$ cat config.mk
export PLATFORM = sky130hd
export DESIGN_NAME = alu_ctrl_pipe
export DESIGN_NICKNAME = d
export VERILOG_FILES = /design/src/rtl/alu_ctrl_pipe_pkg.sv /design/src/rtl/alu_ctrl_dec.sv /design/src/rtl/alu_ctrl_pipe.sv
export SDC_FILE = /design/constraint.sdc
export NUM_CORES = 1
export LEC_CHECK = 0
export ABC_AREA = 1
export BUFFER_PORTS_ARGS = -buffer_cell sky130_fd_sc_hd__buf_2
export CAP_MARGIN = 5
export CORE_MARGIN = 10
export CORE_UTILIZATION = 54
export CTS_BUF_LIST = sky130_fd_sc_hd__clkbuf_8
export DETAILED_ROUTE_END_ITERATION = 10
export PLACE_DENSITY = 0.86
export SYNTH_ARGS = -nofsm -noshare
export SYNTH_HDL_FRONTEND = slang
export SYNTH_SLANG_ARGS = --single-unit
$ cat constraint.sdc
create_clock -name clk -period 1.65 [get_ports clk]
set_clock_uncertainty 0.1 [all_clocks]
set_input_delay 0.2475 -clock clk [delete_from_list [all_inputs] [get_ports clk]]
set_output_delay 0.2475 -clock clk [all_outputs]
set_load 0.1 [all_outputs]
$ cat src/rtl/alu_ctrl_pipe_pkg.sv
// Shared constants for the ALU control pipeline: MIPS opcode/funct fields,
// EXE_*_OP ALU control encodings and the divide sequencer states.
package alu_ctrl_pipe_pkg;

  // Primary opcodes
  localparam logic [5:0] EXE_SPECIAL = 6'h00;
  localparam logic [5:0] EXE_REGIMM  = 6'h01;
  localparam logic [5:0] EXE_J       = 6'h02;
  localparam logic [5:0] EXE_JAL     = 6'h03;
  localparam logic [5:0] EXE_BEQ     = 6'h04;
  localparam logic [5:0] EXE_BNE     = 6'h05;
  localparam logic [5:0] EXE_BLEZ    = 6'h06;
  localparam logic [5:0] EXE_BGTZ    = 6'h07;
  localparam logic [5:0] EXE_ADDI    = 6'h08;
  localparam logic [5:0] EXE_ADDIU   = 6'h09;
  localparam logic [5:0] EXE_SLTI    = 6'h0A;
  localparam logic [5:0] EXE_SLTIU   = 6'h0B;
  localparam logic [5:0] EXE_ANDI    = 6'h0C;
  localparam logic [5:0] EXE_ORI     = 6'h0D;
  localparam logic [5:0] EXE_XORI    = 6'h0E;
  localparam logic [5:0] EXE_LUI     = 6'h0F;
  localparam logic [5:0] EXE_LB      = 6'h20;
  localparam logic [5:0] EXE_LH      = 6'h21;
  localparam logic [5:0] EXE_LWL     = 6'h22;
  localparam logic [5:0] EXE_LW      = 6'h23;
  localparam logic [5:0] EXE_LBU     = 6'h24;
  localparam logic [5:0] EXE_LHU     = 6'h25;
  localparam logic [5:0] EXE_LWR     = 6'h26;
  localparam logic [5:0] EXE_SB      = 6'h28;
  localparam logic [5:0] EXE_SH      = 6'h29;
  localparam logic [5:0] EXE_SWL     = 6'h2A;
  localparam logic [5:0] EXE_SW      = 6'h2B;
  localparam logic [5:0] EXE_SWR     = 6'h2E;

  // SPECIAL funct codes
  localparam logic [5:0] EXE_SLL   = 6'h00;
  localparam logic [5:0] EXE_SRL   = 6'h02;
  localparam logic [5:0] EXE_SRA   = 6'h03;
  localparam logic [5:0] EXE_SLLV  = 6'h04;
  localparam logic [5:0] EXE_SRLV  = 6'h06;
  localparam logic [5:0] EXE_SRAV  = 6'h07;
  localparam logic [5:0] EXE_JR    = 6'h08;
  localparam logic [5:0] EXE_JALR  = 6'h09;
  localparam logic [5:0] EXE_MFHI  = 6'h10;
  localparam logic [5:0] EXE_MTHI  = 6'h11;
  localparam logic [5:0] EXE_MFLO  = 6'h12;
  localparam logic [5:0] EXE_MTLO  = 6'h13;
  localparam logic [5:0] EXE_MULT  = 6'h18;
  localparam logic [5:0] EXE_MULTU = 6'h19;
  localparam logic [5:0] EXE_DIV   = 6'h1A;
  localparam logic [5:0] EXE_DIVU  = 6'h1B;
  localparam logic [5:0] EXE_ADD   = 6'h20;
  localparam logic [5:0] EXE_ADDU  = 6'h21;
  localparam logic [5:0] EXE_SUB   = 6'h22;
  localparam logic [5:0] EXE_SUBU  = 6'h23;
  localparam logic [5:0] EXE_AND   = 6'h24;
  localparam logic [5:0] EXE_OR    = 6'h25;
  localparam logic [5:0] EXE_XOR   = 6'h26;
  localparam logic [5:0] EXE_NOR   = 6'h27;
  localparam logic [5:0] EXE_SLT   = 6'h2A;
  localparam logic [5:0] EXE_SLTU  = 6'h2B;

  // ALU control encodings
  localparam logic [7:0] EXE_AND_OP   = 8'b0010_0100;
  localparam logic [7:0] EXE_OR_OP    = 8'b0010_0101;
  localparam logic [7:0] EXE_XOR_OP   = 8'b0010_0110;
  localparam logic [7:0] EXE_NOR_OP   = 8'b0010_0111;
  localparam logic [7:0] EXE_ANDI_OP  = 8'b0101_1001;
  localparam logic [7:0] EXE_ORI_OP   = 8'b0101_1010;
  localparam logic [7:0] EXE_XORI_OP  = 8'b0101_1011;
  localparam logic [7:0] EXE_LUI_OP   = 8'b0101_1100;
  localparam logic [7:0] EXE_SLL_OP   = 8'b0111_1100;
  localparam logic [7:0] EXE_SLLV_OP  = 8'b0000_0100;
  localparam logic [7:0] EXE_SRL_OP   = 8'b0000_0010;
  localparam logic [7:0] EXE_SRLV_OP  = 8'b0000_0110;
  localparam logic [7:0] EXE_SRA_OP   = 8'b0000_0011;
  localparam logic [7:0] EXE_SRAV_OP  = 8'b0000_0111;
  localparam logic [7:0] EXE_MFHI_OP  = 8'b0001_0000;
  localparam logic [7:0] EXE_MTHI_OP  = 8'b0001_0001;
  localparam logic [7:0] EXE_MFLO_OP  = 8'b0001_0010;
  localparam logic [7:0] EXE_MTLO_OP  = 8'b0001_0011;
  localparam logic [7:0] EXE_SLT_OP   = 8'b0010_1010;
  localparam logic [7:0] EXE_SLTU_OP  = 8'b0010_1011;
  localparam logic [7:0] EXE_SLTI_OP  = 8'b0101_0111;
  localparam logic [7:0] EXE_SLTIU_OP = 8'b0101_1000;
  localparam logic [7:0] EXE_ADD_OP   = 8'b0010_0000;
  localparam logic [7:0] EXE_ADDU_OP  = 8'b0010_0001;
  localparam logic [7:0] EXE_SUB_OP   = 8'b0010_0010;
  localparam logic [7:0] EXE_SUBU_OP  = 8'b0010_0011;
  localparam logic [7:0] EXE_MULT_OP  = 8'b0001_1000;
  localparam logic [7:0] EXE_MULTU_OP = 8'b0001_1001;
  localparam logic [7:0] EXE_DIV_OP   = 8'b0001_1010;
  localparam logic [7:0] EXE_DIVU_OP  = 8'b0001_1011;

  localparam int DIV_CNT_W = 8;

  typedef enum logic [1:0] {
    DIV_IDLE = 2'd0,
    DIV_BUSY = 2'd1,
    DIV_DONE = 2'd2
  } div_state_e;

endpackage

$ cat src/rtl/alu_ctrl_dec.sv
// Pure combinational decode of opcode/funct into the 8-bit ALU control word.
// Mul/div/HI/LO functs are only legal when ALU_CTRL_MULDIV_EN is defined.
module alu_ctrl_dec
  import alu_ctrl_pipe_pkg::*;
(
  input  logic [5:0] op,
  input  logic [5:0] funct,
  output logic [7:0] aluop,
  output logic       ri,
  output logic       is_div,
  output logic       div_signed
);

  always_comb begin
    // NOTE: every output gets a default before the case so no path leaves it
    // unassigned; a missing default here would infer a latch.
    aluop      = EXE_ADDU_OP;
    ri         = 1'b0;
    is_div     = 1'b0;
    div_signed = 1'b0;

    case (op)
      EXE_SPECIAL: begin
        case (funct)
          EXE_ADD:  aluop = EXE_ADD_OP;
          EXE_ADDU: aluop = EXE_ADDU_OP;
          EXE_SUB:  aluop = EXE_SUB_OP;
          EXE_SUBU: aluop = EXE_SUBU_OP;
          EXE_SLT:  aluop = EXE_SLT_OP;
          EXE_SLTU: aluop = EXE_SLTU_OP;
          EXE_AND:  aluop = EXE_AND_OP;
          EXE_OR:   aluop = EXE_OR_OP;
          EXE_XOR:  aluop = EXE_XOR_OP;
          EXE_NOR:  aluop = EXE_NOR_OP;
          EXE_SLL:  aluop = EXE_SLL_OP;
          EXE_SRL:  aluop = EXE_SRL_OP;
          EXE_SRA:  aluop = EXE_SRA_OP;
          EXE_SLLV: aluop = EXE_SLLV_OP;
          EXE_SRLV: aluop = EXE_SRLV_OP;
          EXE_SRAV: aluop = EXE_SRAV_OP;
          EXE_JR, EXE_JALR: aluop = EXE_ADDU_OP;
`ifdef ALU_CTRL_MULDIV_EN
          EXE_MULT:  aluop = EXE_MULT_OP;
          EXE_MULTU: aluop = EXE_MULTU_OP;
          EXE_MFHI:  aluop = EXE_MFHI_OP;
          EXE_MFLO:  aluop = EXE_MFLO_OP;
          EXE_MTHI:  aluop = EXE_MTHI_OP;
          EXE_MTLO:  aluop = EXE_MTLO_OP;
          EXE_DIV: begin
            aluop      = EXE_DIV_OP;
            is_div     = 1'b1;
            div_signed = 1'b1;
          end
          EXE_DIVU: begin
            aluop  = EXE_DIVU_OP;
            is_div = 1'b1;
          end
`endif
          default: ri = 1'b1;
        endcase
      end
      EXE_ADDI:  aluop = EXE_ADD_OP;
      EXE_ADDIU: aluop = EXE_ADDU_OP;
      EXE_SLTI:  aluop = EXE_SLTI_OP;
      EXE_SLTIU: aluop = EXE_SLTIU_OP;
      EXE_ANDI:  aluop = EXE_ANDI_OP;
      EXE_ORI:   aluop = EXE_ORI_OP;
      EXE_XORI:  aluop = EXE_XORI_OP;
      EXE_LUI:   aluop = EXE_LUI_OP;
      // Address generation for every load and store is a signed add
      EXE_LB, EXE_LH, EXE_LWL, EXE_LW, EXE_LBU, EXE_LHU, EXE_LWR,
      EXE_SB, EXE_SH, EXE_SWL, EXE_SW, EXE_SWR: aluop = EXE_ADD_OP;
      EXE_J, EXE_JAL, EXE_BEQ, EXE_BNE, EXE_BLEZ, EXE_BGTZ, EXE_REGIMM:
        aluop = EXE_ADDU_OP;
      default: ri = 1'b1;
    endcase
  end

endmodule

$ cat src/rtl/alu_ctrl_pipe.sv
// D->E ALU control register with stall/flush, plus the multi-cycle DIV/DIVU
// sequencer (present only when ALU_CTRL_MULDIV_EN is defined).
module alu_ctrl_pipe
  import alu_ctrl_pipe_pkg::*;
#(
  parameter int ALUOP_W    = 8,
  parameter int DIV_CYCLES = 36
) (
  input  logic               clk,
  input  logic               rst,
  input  logic [5:0]         opD,
  input  logic [5:0]         functD,
  input  logic               stallE,
  input  logic               flushE,
  output logic [ALUOP_W-1:0] alucontrolE,
  output logic               riE,
  output logic               div_startE,
  output logic               div_signedE,
  output logic               div_stall,
  output logic               div_done
);

  localparam logic [ALUOP_W-1:0] BUBBLE_OP = ALUOP_W'(EXE_ADDU_OP);

  logic [7:0] dec_aluop;
  logic       dec_ri;
  logic       dec_is_div;
  logic       dec_div_signed;
  logic       load;

  alu_ctrl_dec u_dec (
    .op         (opD),
    .funct      (functD),
    .aluop      (dec_aluop),
    .ri         (dec_ri),
    .is_div     (dec_is_div),
    .div_signed (dec_div_signed)
  );

`ifdef ALU_CTRL_MULDIV_EN
  localparam logic [DIV_CNT_W-1:0] CNT_INIT = DIV_CNT_W'(DIV_CYCLES - 1);

  div_state_e           state_q, state_d;
  logic [DIV_CNT_W-1:0] cnt_q, cnt_d;
  logic                 start;

  assign div_stall = (state_q == DIV_BUSY);
  assign div_done  = (state_q == DIV_DONE);
  // flushE outranks every hold, so a flushed cycle never loads
  assign load      = !flushE && !(stallE || div_stall);
  assign start     = load && dec_is_div;

  always_comb begin
    state_d = state_q;
    cnt_d   = cnt_q;
    case (state_q)
      DIV_IDLE: begin
        if (start) begin
          state_d = DIV_BUSY;
          cnt_d   = CNT_INIT;
        end
      end
      DIV_BUSY: begin
        if (flushE) begin
          state_d = DIV_IDLE;
          cnt_d   = '0;
        end else if (cnt_q == DIV_CNT_W'(1)) begin
          state_d = DIV_DONE;
          cnt_d   = '0;
        end else begin
          cnt_d = cnt_q - DIV_CNT_W'(1);
        end
      end
      DIV_DONE: begin
        if (flushE) begin
          state_d = DIV_IDLE;
          cnt_d   = '0;
        end else if (!stallE) begin
          // Result consumed; a following divide chains straight into BUSY
          if (start) begin
            state_d = DIV_BUSY;
            cnt_d   = CNT_INIT;
          end else begin
            state_d = DIV_IDLE;
          end
        end
      end
      default: begin
        state_d = DIV_IDLE;
        cnt_d   = '0;
      end
    endcase
  end

  always_ff @(posedge clk) begin
    // NOTE: state registers use non-blocking assignments so every flop
    // samples pre-edge values regardless of block ordering.
    if (rst) begin
      state_q <= DIV_IDLE;
      cnt_q   <= '0;
    end else begin
      state_q <= state_d;
      cnt_q   <= cnt_d;
    end
  end

  always_ff @(posedge clk) begin
    if (rst) begin
      div_startE  <= 1'b0;
      div_signedE <= 1'b0;
    end else begin
      div_startE <= start;
      if (flushE) begin
        div_signedE <= 1'b0;
      end else if (load) begin
        div_signedE <= dec_div_signed;
      end
    end
  end
`else
  logic unused_div;

  assign load        = !flushE && !stallE;
  assign div_startE  = 1'b0;
  assign div_signedE = 1'b0;
  assign div_stall   = 1'b0;
  assign div_done    = 1'b0;
  assign unused_div  = dec_is_div ^ dec_div_signed ^ DIV_CYCLES[0];
`endif

  always_ff @(posedge clk) begin
    if (rst) begin
      alucontrolE <= BUBBLE_OP;
      riE         <= 1'b0;
    end else if (flushE) begin
      alucontrolE <= BUBBLE_OP;
      riE         <= 1'b0;
    end else if (load) begin
      alucontrolE <= ALUOP_W'(dec_aluop);
      riE         <= dec_ri;
    end
  end

endmodule

Yosys cells after proc, flatten, opt, wreduce, memory -nomap -nowiden
Index checks and enable logic that the tools add are counted.
{"block": "op_classes", "n_eq_ne": 44, "mux": 4, "reduce_logical": 9}
{"cell": "$eq 6x6->1 const B", "n": 22}
{"cell": "$pmux 7 s15", "n": 1}
{"cell": "$pmux 8 s8", "n": 1}
{"cell": "$eq 6x4->1 const B", "n": 10}
{"cell": "$eq 6x3->1 const B", "n": 7}
{"cell": "$reduce_or 27->1", "n": 1}
{"cell": "$eq 6x2->1 const B", "n": 4}
{"cell": "$reduce_or 18->1", "n": 1}
{"cell": "$reduce_or 13->1", "n": 1}
{"cell": "$logic_not 6->1", "n": 2}
{"cell": "$eq 6x1->1 const B", "n": 1}
{"cell": "$logic_not 1->1", "n": 2}
{"cell": "$pmux 1 s2", "n": 1}
{"cell": "$reduce_or 2->1", "n": 1}
{"cell": "$logic_and 1x1->1", "n": 1}
{"cell": "$mux 1", "n": 1}
{"block": "totals", "input_bits": 16, "out_inout_bits": 13, "ff_bits": 9, "elab_cells": 59}

Longest topological paths before layout
{"block": "depth", "word_depth": 4, "mapped_depth": 12, "depth_no_buf": 12}

By module
A second synthesis with hierarchy kept.
{"block": "unflattened", "cells_unflattened": 181, "hier_area_um2": 992.2}
{"module": "alu_ctrl_dec", "cells_each": 120, "area_each_um2": 576.8, "seq_area_each_um2": 0.0, "n_inst": 1}
{"module": "alu_ctrl_pipe", "cells_each": 61, "area_each_um2": 415.4, "seq_area_each_um2": 180.2, "n_inst": 1}

Worst setup path before layout
OpenSTA, ideal clock, no wires.
{"block": "synth_timing", "kind": "reg2out", "start": "reg alucontrolE[4] (netlist name)", "end": "out alucontrolE[6]", "path_buffers": 1, "stages_incl_launch_ff": 2, "path_slack_ns": -0.071, "arrival_time_ns": 1.374, "required_time_ns": 1.302, "path_cell_list": "dfxtp_1 > buf_4"}
{"element": "end, declared", "line": "alu_ctrl_pipe.sv:15", "text": "output logic [ALUOP_W-1:0] alucontrolE,"}

Worst setup path in the final report
{"block": "layout_timing", "start": "reg alucontrolE[2]", "end": "out alucontrolE[2]"}
{"element": "start signal, assigned", "line": "alu_ctrl_pipe.sv:139", "text": "alucontrolE <= ALUOP_W'(dec_aluop);"}
No word-level cell between the ends.

==> impl_metrics.env <==
export IMPL_status="finished clean"
export IMPL_synth_cell_types=20
export IMPL_syn_to_final_growth_pct=20.1
export IMPL_postCtsSetupRepairBufs=0
export IMPL_power_uw=618
export IMPL_finalNetCount=191
export IMPL_drive_above_1_share_pct=24.7
export IMPL_initial_core_util_pct=58.8
export IMPL_synthTopCellsByArea="nand2_1 (23%), dfxtp_1 (18%), nor2_1 (11%), nand3_1 (10%), inv_1 (7.2%)"
export IMPL_core_um2=1330
export IMPL_clock_sinks=7
export IMPL_cp_data_required_time_ns=1.30
export IMPL_grt_usage_pct=12.5
export IMPL_rrSetupSlack_ns=0.92
export IMPL_clock_path_buffers=2
export IMPL_die_area_um2=3380
export IMPL_netlist_area_um2=785
export IMPL_clk_latency_ns=0.23
export IMPL_ys_ff_latch=7
export IMPL_ys_flop_type="dfxtp_1"
export IMPL_pwr_density_cell_nw_per_um2=656
export IMPL_rsz0062_at_grt="false"
export IMPL_drv_slew=0
export IMPL_grt_pass1_vias=915
export IMPL_cts_root_buf="clkbuf_8"
export IMPL_synthCells=148
export IMPL_top_layer="met4"
export IMPL_die_w_um=58.1
export IMPL_yosys_top_cells_count="nand2_1 (49), nor2_1 (23), nand3_1 (16)"
export IMPL_crit_start="alucontrolE[2]"
export IMPL_fin_crit_sh_pct=80.3
export IMPL_setup_viol=0
export IMPL_portBuffers=23
export IMPL_worstPathArrival_ns=0.98
export IMPL_first_iter_violations=23
export IMPL_yosysWarnings=0
export IMPL_final_hold_violation_count=0
export IMPL_p_leak_nw=0.549
export IMPL_via_count=951
export IMPL_yosysMostFrequentCell="nand2_1"
export IMPL_grt_pass1_wl_mm=3.62
export IMPL_end_kind="output port"
export IMPL_layout_min_cycle_time_ns=1.32
export IMPL_io_pins=29
export IMPL_wirelength_mm=1.98
export IMPL_hold_ws_ns=0.159
export IMPL_grt_max_degree=7
export IMPL_synth_seq_area_share_pct=17.9
export IMPL_hold_depth=3
export IMPL_critPathTopFamily="buffers and inverters"
export IMPL_drc=0
export IMPL_reg2reg_depth=2
export IMPL_post_route_util_pct=70.6
export IMPL_yosysTopAreaCell="nand2_1"
export IMPL_critical_path_endpoint="alucontrolE[2]"
export IMPL_holdCritPathClass="input port to flip-flop"
export IMPL_syn_mean_instance_area_um2=5.30
export IMPL_cp_num_cells=1
export IMPL_cp_slowest_stage_delay_ns=0.43
export IMPL_hpwl_mm=1.76
export IMPL_grt_antenna_before_repair=0
export IMPL_max_cap_viol_count=0
export IMPL_cts_htree_levels=1
export IMPL_cts_buffers=3
export IMPL_cp_slowest_cell="buf_2"
export IMPL_yosysTopAreaCellShare_pct=23.4
export IMPL_synthArstFlopShare_pct=0
export IMPL_synth_edf_count=0
export IMPL_critPathMaxFanout=2
export IMPL_vias_per_cell=5.03
export IMPL_worstSetupStartpointType="flip-flop"
export IMPL_antenna_cells=0
export IMPL_clock_fmax_ghz=0.755
export IMPL_peakVddDrop_uv=487
export IMPL_firstDrtPassIters=4
export IMPL_cts_tree="built"
export IMPL_cts_resized=0
export IMPL_clk_pin_slew_ns=0.04
export IMPL_wl_met3_um=128
export IMPL_path_buf_inv=1
export IMPL_r2r_start="riE"
export IMPL_path_class="flip-flop to output port"
export IMPL_wl_per_cell_um=10.5
export IMPL_routed_wl_met2_um=994
export IMPL_die_h_um=58.1
export IMPL_overflow=0
export IMPL_hold_buffers=0
export IMPL_num_rows=13
export IMPL_wl_met1_um=849
export IMPL_rr_endpoint="riE"
export IMPL_crit_chain="buf_2"
export IMPL_tns_ns=0
export IMPL_min_delay_start="rst"
export IMPL_gp_congestion=0.892
export IMPL_ant_nets=0
==> flip-flops by register name (all words and copies together), names as in the netlist <==
name	cells
alucontrolE	6
riE	1
==> power by group <==
group / switching [mW] / internal (mW) / total (mW)
Sequential: 0.00154 / 0.174 / 0.175
Clock: 0.0742 / 0.161 / 0.235
Combinational: 0.160 / 0.0480 / 0.208
Total: 0.236 / 0.382 / 0.618
==> per-layer routing <==
layer | GRT usage [%] | up-vias
met4 | 2.68 | 0
met5 | 0 | -
met1 | 14.2 | 417
li1 | - | 502
met2 | 22.1 | 30
met3 | 3.92 | 2
==> cells by family after synthesis <==
logic type      synth area share [%]
buf+inv                         15.3
simple gates                    57.7
other cells                    0.478
flops                           17.9
compound gates                  8.61
==> placed cells by master (no fill, tap or decap) <==
cell type   n
nand2_4     1
buf_2      23
o21bai_1    1
nor2_2      4
nand2_2     1
dfxtp_2     1
a21oi_1     5
o21ai_0     5
nor2_1     23
clkbuf_8    3
nand2_1    49
nand4_1     1
inv_1      16
nor3_1      1
dfxtp_1     6
conb_1      5
inv_2       5
buf_4       1
nand3_2     3
nand3_1    16
nor3b_1     1
o21ai_1     2
nor2_4      1
==> worst min path at each step <==
stage                     endpoint
floorplan           alucontrolE[5]
global placement    alucontrolE[5]
detailed placement  alucontrolE[5]
CTS                 alucontrolE[5]
global route        alucontrolE[5]
finish              alucontrolE[5]
==> through the flow <==
| stage | instances | instance area [µm²] | worst slack, ns |
|---|---|---|---|
| finish | 189 | 942 | 0.326 |
| global route | 189 | 942 | 0.268 |
| CTS | 189 | 942 | 0.319 |
| detailed placement | 185 | 897 | 0.166 |
| global placement | 185 | 897 | 0.170 |
| floorplan | 152 | 801 | 0.251 |
==> area by class of cell <==
class	instances	area, µm²
clock buffer	3	41.3
clock inverter	1	3.75
fill	131	392
inverter	20	75.1
multi-input combinational	119	539
sequential	7	141
tap	15	18.8
timing repair buffer	24	123
(Power assumes the default switching activity.)
